$ cat src/rtl/pipeline_debug_ctrl.sv
`default_nettype none
// ============================================================================
// Module   : pipeline_debug_ctrl
// Brief    : Byte-stream debug sequencer for the 5-stage pipeline: program
//            load, run/step control and PC/register/memory dump to the host.
// Revision : 1.0 - initial release
// ============================================================================
module pipeline_debug_ctrl #(
   parameter int INST_SZ  = 32,
   parameter int PC_SZ    = 32,
   parameter int REG_SZ   = 5,
   parameter int MAX_INST = 256
) (
   input  logic               i_clk,
   input  logic               i_reset,
   input  logic [7:0]         i_rx_data,
   input  logic               i_rx_valid,
   output logic [7:0]         o_tx_data,
   output logic               o_tx_start,
   input  logic               i_tx_done,
   output logic               o_write,
   output logic [INST_SZ-1:0] o_instruction,
   output logic               o_enable,
   output logic [REG_SZ-1:0]  o_debug_addr,
   input  logic [PC_SZ-1:0]   i_pc,
   input  logic [INST_SZ-1:0] i_reg,
   input  logic [INST_SZ-1:0] i_mem,
   input  logic               i_halt,
   output logic               o_busy
);
   localparam int c_CNT_W = $clog2(MAX_INST) + 1;
   localparam int c_WI_W  = REG_SZ + 2;
   localparam logic [c_CNT_W-1:0] c_CNT_LAST  = c_CNT_W'(MAX_INST - 1);
   localparam logic [c_WI_W-1:0]  c_WORD_REGS = c_WI_W'(2 ** REG_SZ);
   localparam logic [c_WI_W-1:0]  c_WORD_LAST = c_WI_W'(2 * (2 ** REG_SZ));

   localparam logic [7:0] c_CMD_LOAD = 8'h4C;
   localparam logic [7:0] c_CMD_RUN  = 8'h43;
   localparam logic [7:0] c_CMD_STEP = 8'h53;

   localparam logic [2:0] c_ST_IDLE      = 3'd0;
   localparam logic [2:0] c_ST_LOAD      = 3'd1;
   localparam logic [2:0] c_ST_WRITE     = 3'd2;
   localparam logic [2:0] c_ST_RUN       = 3'd3;
   localparam logic [2:0] c_ST_STEP      = 3'd4;
   localparam logic [2:0] c_ST_DUMP_SEL  = 3'd5;
   localparam logic [2:0] c_ST_DUMP_SEND = 3'd6;
   localparam logic [2:0] c_ST_DUMP_WAIT = 3'd7;

   logic [2:0]         r_state;
   logic [2:0]         w_state_nxt;
   logic               r_halted;
   logic [c_CNT_W-1:0] r_count;
   logic [INST_SZ-9:0] r_shift;
   logic [INST_SZ-1:0] r_instruction;
   logic [1:0]         r_byte_cnt;
   logic [c_WI_W-1:0]  r_word_idx;
   logic [INST_SZ-1:0] r_tx_word;
   logic               r_settle;
   logic               r_step_chk;

   logic               w_rx;
   logic [INST_SZ-1:0] w_load_word;
   logic [INST_SZ-1:0] w_word;

   // A received byte coinciding with a transmit-done is treated as noise.
   assign w_rx        = i_rx_valid & ~i_tx_done;
   assign w_load_word = {r_shift, i_rx_data};
   assign w_word      = (r_word_idx == '0)          ? INST_SZ'(i_pc) :
                        (r_word_idx <= c_WORD_REGS) ? i_reg : i_mem;

   // Word 0 is the PC; the register and memory sweeps both start from address 0.
   assign o_debug_addr  = (r_word_idx == '0) ? '0 : REG_SZ'(r_word_idx - c_WI_W'(1));
   assign o_tx_data     = r_tx_word[INST_SZ-1 -: 8];
   assign o_instruction = r_instruction;

   always_ff @(posedge i_clk or negedge i_reset) begin
      if (!i_reset) r_state <= c_ST_IDLE;
      else          r_state <= w_state_nxt;
   end

   always_comb begin
      w_state_nxt = r_state;
      case (r_state)
         c_ST_IDLE: begin
            if (w_rx) begin
               if (i_rx_data == c_CMD_LOAD)                   w_state_nxt = c_ST_LOAD;
               else if (i_rx_data == c_CMD_RUN  && !r_halted) w_state_nxt = c_ST_RUN;
               else if (i_rx_data == c_CMD_STEP && !r_halted) w_state_nxt = c_ST_STEP;
            end
         end
         c_ST_LOAD:  if (w_rx && r_byte_cnt == 2'd3) w_state_nxt = c_ST_WRITE;
         c_ST_WRITE: begin
            if (r_instruction == {INST_SZ{1'b1}} || r_count == c_CNT_LAST) w_state_nxt = c_ST_IDLE;
            else                                                           w_state_nxt = c_ST_LOAD;
         end
         c_ST_RUN:       if (i_halt) w_state_nxt = c_ST_DUMP_SEL;
         c_ST_STEP:      w_state_nxt = c_ST_DUMP_SEL;
         c_ST_DUMP_SEL:  if (r_settle) w_state_nxt = c_ST_DUMP_SEND;
         c_ST_DUMP_SEND: w_state_nxt = c_ST_DUMP_WAIT;
         c_ST_DUMP_WAIT: begin
            if (i_tx_done) begin
               if (r_byte_cnt != 2'd3)             w_state_nxt = c_ST_DUMP_SEND;
               else if (r_word_idx == c_WORD_LAST) w_state_nxt = c_ST_IDLE;
               else                                w_state_nxt = c_ST_DUMP_SEL;
            end
         end
         default: w_state_nxt = c_ST_IDLE;
      endcase
   end

   always_comb begin
      o_enable   = 1'b0;
      o_write    = 1'b0;
      o_tx_start = 1'b0;
      o_busy     = 1'b1;
      case (r_state)
         c_ST_IDLE:           o_busy     = 1'b0;
         c_ST_RUN, c_ST_STEP: o_enable   = 1'b1;
         c_ST_WRITE:          o_write    = 1'b1;
         c_ST_DUMP_SEND:      o_tx_start = 1'b1;
         default: ;
      endcase
   end

   always_ff @(posedge i_clk or negedge i_reset) begin
      if (!i_reset) begin
         r_halted      <= 1'b0;
         r_count       <= '0;
         r_shift       <= '0;
         r_instruction <= '0;
         r_byte_cnt    <= '0;
         r_word_idx    <= '0;
         r_tx_word     <= '0;
         r_settle      <= 1'b0;
         r_step_chk    <= 1'b0;
      end else begin
         case (r_state)
            c_ST_IDLE: begin
               if (w_rx && i_rx_data == c_CMD_LOAD) begin
                  r_halted   <= 1'b0;
                  r_count    <= '0;
                  r_byte_cnt <= '0;
               end
            end
            c_ST_LOAD: begin
               if (w_rx) begin
                  r_shift    <= w_load_word[INST_SZ-9:0];
                  r_byte_cnt <= r_byte_cnt + 2'd1;
                  if (r_byte_cnt == 2'd3) r_instruction <= w_load_word;
               end
            end
            c_ST_WRITE: r_count    <= r_count + c_CNT_W'(1);
            c_ST_RUN:   if (i_halt) r_halted <= 1'b1;
            c_ST_STEP:  r_step_chk <= 1'b1;
            c_ST_DUMP_SEL: begin
               // Halt from the stepped instruction shows up one cycle after the enable.
               r_step_chk <= 1'b0;
               if (r_step_chk && i_halt) r_halted <= 1'b1;
               r_settle <= ~r_settle;
               if (r_settle) begin
                  r_tx_word  <= w_word;
                  r_byte_cnt <= '0;
               end
            end
            c_ST_DUMP_WAIT: begin
               if (i_tx_done) begin
                  r_byte_cnt <= r_byte_cnt + 2'd1;
                  r_tx_word  <= r_tx_word << 8;
                  if (r_byte_cnt == 2'd3)
                     r_word_idx <= (r_word_idx == c_WORD_LAST) ? '0 : r_word_idx + c_WI_W'(1);
               end
            end
            default: ;
         endcase
      end
   end

endmodule
`default_nettype wire

$ cat config.mk
export PLATFORM = sky130hd
export DESIGN_NAME = pipeline_debug_ctrl
export DESIGN_NICKNAME = d
export VERILOG_FILES = /design/src/rtl/pipeline_debug_ctrl.sv
export SDC_FILE = /design/constraint.sdc
export NUM_CORES = 1
export LEC_CHECK = 0
export ABC_AREA = 0
export BUFFER_PORTS_ARGS = -buffer_cell sky130_fd_sc_hd__buf_2
export CAP_MARGIN = 20
export CORE_MARGIN = 2
export CORE_UTILIZATION = 57
export DETAILED_ROUTE_END_ITERATION = 12
export HOLD_SLACK_MARGIN = 0.06
export PLACE_DENSITY = 0.86
export SKIP_CTS_REPAIR_TIMING = 1
export SLEW_MARGIN = 20
export SYNTH_ARGS = -nofsm -noshare
export SYNTH_HDL_FRONTEND = slang
export SYNTH_SLANG_ARGS = --single-unit
$ cat constraint.sdc
create_clock -name i_clk -period 3.8 [get_ports i_clk]
set_input_delay 0.19 -clock i_clk [delete_from_list [all_inputs] [get_ports i_clk]]
set_output_delay 0.19 -clock i_clk [all_outputs]
set_load 0.02 [all_outputs]
==> metrics.md <==
| Metric | Value |
|---|---|
| Layout cells sized above 1 | between 40 and 50% |
| Hold Slack | 57.80 ps |
| First-pass GRT wire length | 24.12 mm |
| Max VDD drop | 0.3715 mV |
| Syn Area/Cell | 10.74 um^2 |
| Met2 wire length | roughly 7.4 mm |
| Starting Density | 58.56% |
| Setup TNS Final | 0 ps |
| Skew final | approximately 13 ps |
| Cell mode on critical path | o221ai_1 |
| Post-synth EDFFs | 0 |
| CTS sink cnt | 112 |
| Clock period minus worst slack | 2659 ps |
| Commonest cells in the netlist | 112 x dfrtp_1, 70 x nand2_1, 60 x mux2_2 |
| RSZ-0062 raised after global routing | no |
| Post-Syn Nets | 647 |
| Drt initial violations | between 200 and 300 |
| Maxcap violations | 0 |
| Ratio of final minimum period to clock period | 69.98% |
| Placed Cells | 786 |
| Worst-path fanout max | 25 |
| N_diodes | 0 |
| Initial antenna violation count | 0 |
| Post-synthesis instance total | 533 |
| # rows | 36 |
| Antenna viol nets, final | 0 |
| Worst EP arrival | 2890 ps |
| Min-delay worst type | primary input to flop |
| Vias in the first global route | 4,908 |
| Dpl ws | 1166 ps |
| TritonCTS clock tree | done |
| Outcome | complete, no violations |
| Post-layout nets | 779 |
| DRT Pass-1 Iters | 5 |
| Type of the worst setup path | flop to flop |
| Buffers on Ports | 157 |
| Cell breakdown of the critical path | inv_1 > ha_1 > or4b_4 > or3_2 > o221ai_1 > o221ai_1 |
| Slew margin rel. | 30.47% |
| Crit path capture type | flop |
| Worst Tran Pin Value | 1040 ps |
| RD Place Congestion | 0.8816 |
| Power Total | between 4 and 5 mW |
| Core area | 9774 um^2 |
| Cell Pwr Density | 623.9 nW/um^2 |
| Via/cell ratio | between 6 and 7 |
| Die width | 104.2 um |
| Lkg Pwr | between 3 and 4 nW |
| Max clock buf depth | 2 |
| Die Y | around 100 um |
| Drt drc | 0 |
| Fin util | between 60 and 70% |
| Post-DP Area | 6515 um^2 |
| FMAX | 0.3761 GHz |
| Final setup violation count | 0 |
| H-tree levels | 3 |
| Clock latency on the worst-skew pair | 380 ps |
| CTS Buf Count | 9 |
| CP startpoint kind | flop |
| Reg-to-Reg Start | r_word_idx[0]$_DFFE_PN0P_ |
| WP data required | 4030 ps |
| Slowest CP cell | or3_2 |
| Design Area, Final | 6770 um^2 |
| Synth area leaders | dfrtp_1 49%, mux2_2 12%, o221ai_2 5.0% |
| Root Driver | clkbuf_8 |
| Met1 Routed Length | 5.811 mm |
| R2r setup slk | 1140 ps |
| Hold path start | i_pc[1] |
| Post-synth top flop | dfrtp_1 |
| Slew Limit Fails | 0 |
| Final wirelength | 14.52 mm |
| CP max stage delay | 760 ps |
| Yosys synthesis warning count | 0 |
| Sequential share of the synthesized area | 48.96% |
| DR WL met3 | 1.029 mm |
| Post-synth ARST share | between 90% and 100% |
| Dominant cell type by area after synthesis | dfrtp_1 |
| Yosys top cell area share | about half |
| Most common cell in the netlist | dfrtp_1 |
| DR top layer | met4 |
| Flops & latches, synth | 112 |
| DR vias | 4,841 |
| Total gr overflow | 0 |
| Worst setup startpoint | r_word_idx[0]$_DFFE_PN0P_ |
| CTS clk-pin slew, worst paths | 110 ps |
| Layout Area Growth over Synthesis | 18.27% |
| Global-route usage over all layers | roughly 28% |
| Dpl hpwl | 10.46 mm |
| Finished Layout Cells | about 800 |
| Final WS setup | 1141 ps |
| Buf+Inv Stages, Crit Path | 1 |
| Full die area | 10,860 um^2 |
| Final hold vios | 0 |
| Num ports | 158 |
| Pin count of the biggest net entering global routing | 57 |
| Routed len/inst | 18.08 um |
| Crit path max-delay family | simple AND/OR/NAND/NOR gates |
| Mapped Area | 5724 um^2 |
| Netlist cell types | 49 |
tightest hold or removal path, delay by kind of cell:
family	cells	cell delay, ps
AOI/OAI and AO/OA	2	130
buffers and inverters	1	80
layout make-up:
class / count / area (um^2)
fill: 737 / 3004
inverter: 7 / 26.28
sequential: 112 / 2803
multi-input combinational: 369 / 2671
clock inverter: 7 / 121.4
clock buffer: 9 / 123.9
timing repair buffer: 166 / 858.3
tap: 133 / 166.4
placed cells by master (no fill, tap or decap), types with 10 or more instances in the layout:
cell type,n
and3_1,10
nand4_1,12
o21ai_0,30
o221ai_2,19
nor2_1,44
dfrtp_1,112
mux2_2,60
buf_2,156
o221ai_1,30
nand2_1,70
power breakdown:
part           switching (mW)  total, mW  leakage [nW]  internal [mW]
logic                   0.856       1.48          1.69          0.622
clock network           0.448      0.840         0.122          0.392
registers               0.344       1.91          1.47           1.56
total                    1.65       4.22          3.28           2.58
worst paths after layout:
path,to,depth (start not counted)
worst max-delay path,r_tx_word[9]$_DFFE_PN0P_,6
worst min-delay path,r_tx_word[1]$_DFFE_PN0P_,3
worst max register to register,r_tx_word[9]$_DFFE_PN0P_,6
worst min register to register,r_count[4]$_DFFE_PN0P_,1
max in group asynchronous,o_instruction[17]$_DFFE_PN0P_,3
min in group asynchronous,r_tx_word[2]$_DFFE_PN0P_,2
cell families after synthesis:
family          after synthesis  share of synthesized area, %
buf+inv                      52                         4.656
compound gates              113                         16.57
fa+ha+maj                     5                         1.093
flops                       112                         48.96
mux                          69                         13.38
xor+xnor                      4                        0.6120
simple gates                178                         14.73
flip-flops by register name (all words and copies together), names as in the netlist:
name	cells
o_instruction	32
r_tx_word	32
r_shift	24
r_count	9
r_word_idx	7
r_state	3
r_byte_cnt	2
r_halted	1
r_settle	1
r_step_chk	1
per-layer routing:
metal	GRT usage (%)	up-vias
met4	9.266	0
met3	5.451	32
met2	47.98	236
li1	-	2220
met1	34.34	2353
met5	0	-
Note: power is estimated with default switching activity, not from simulation.
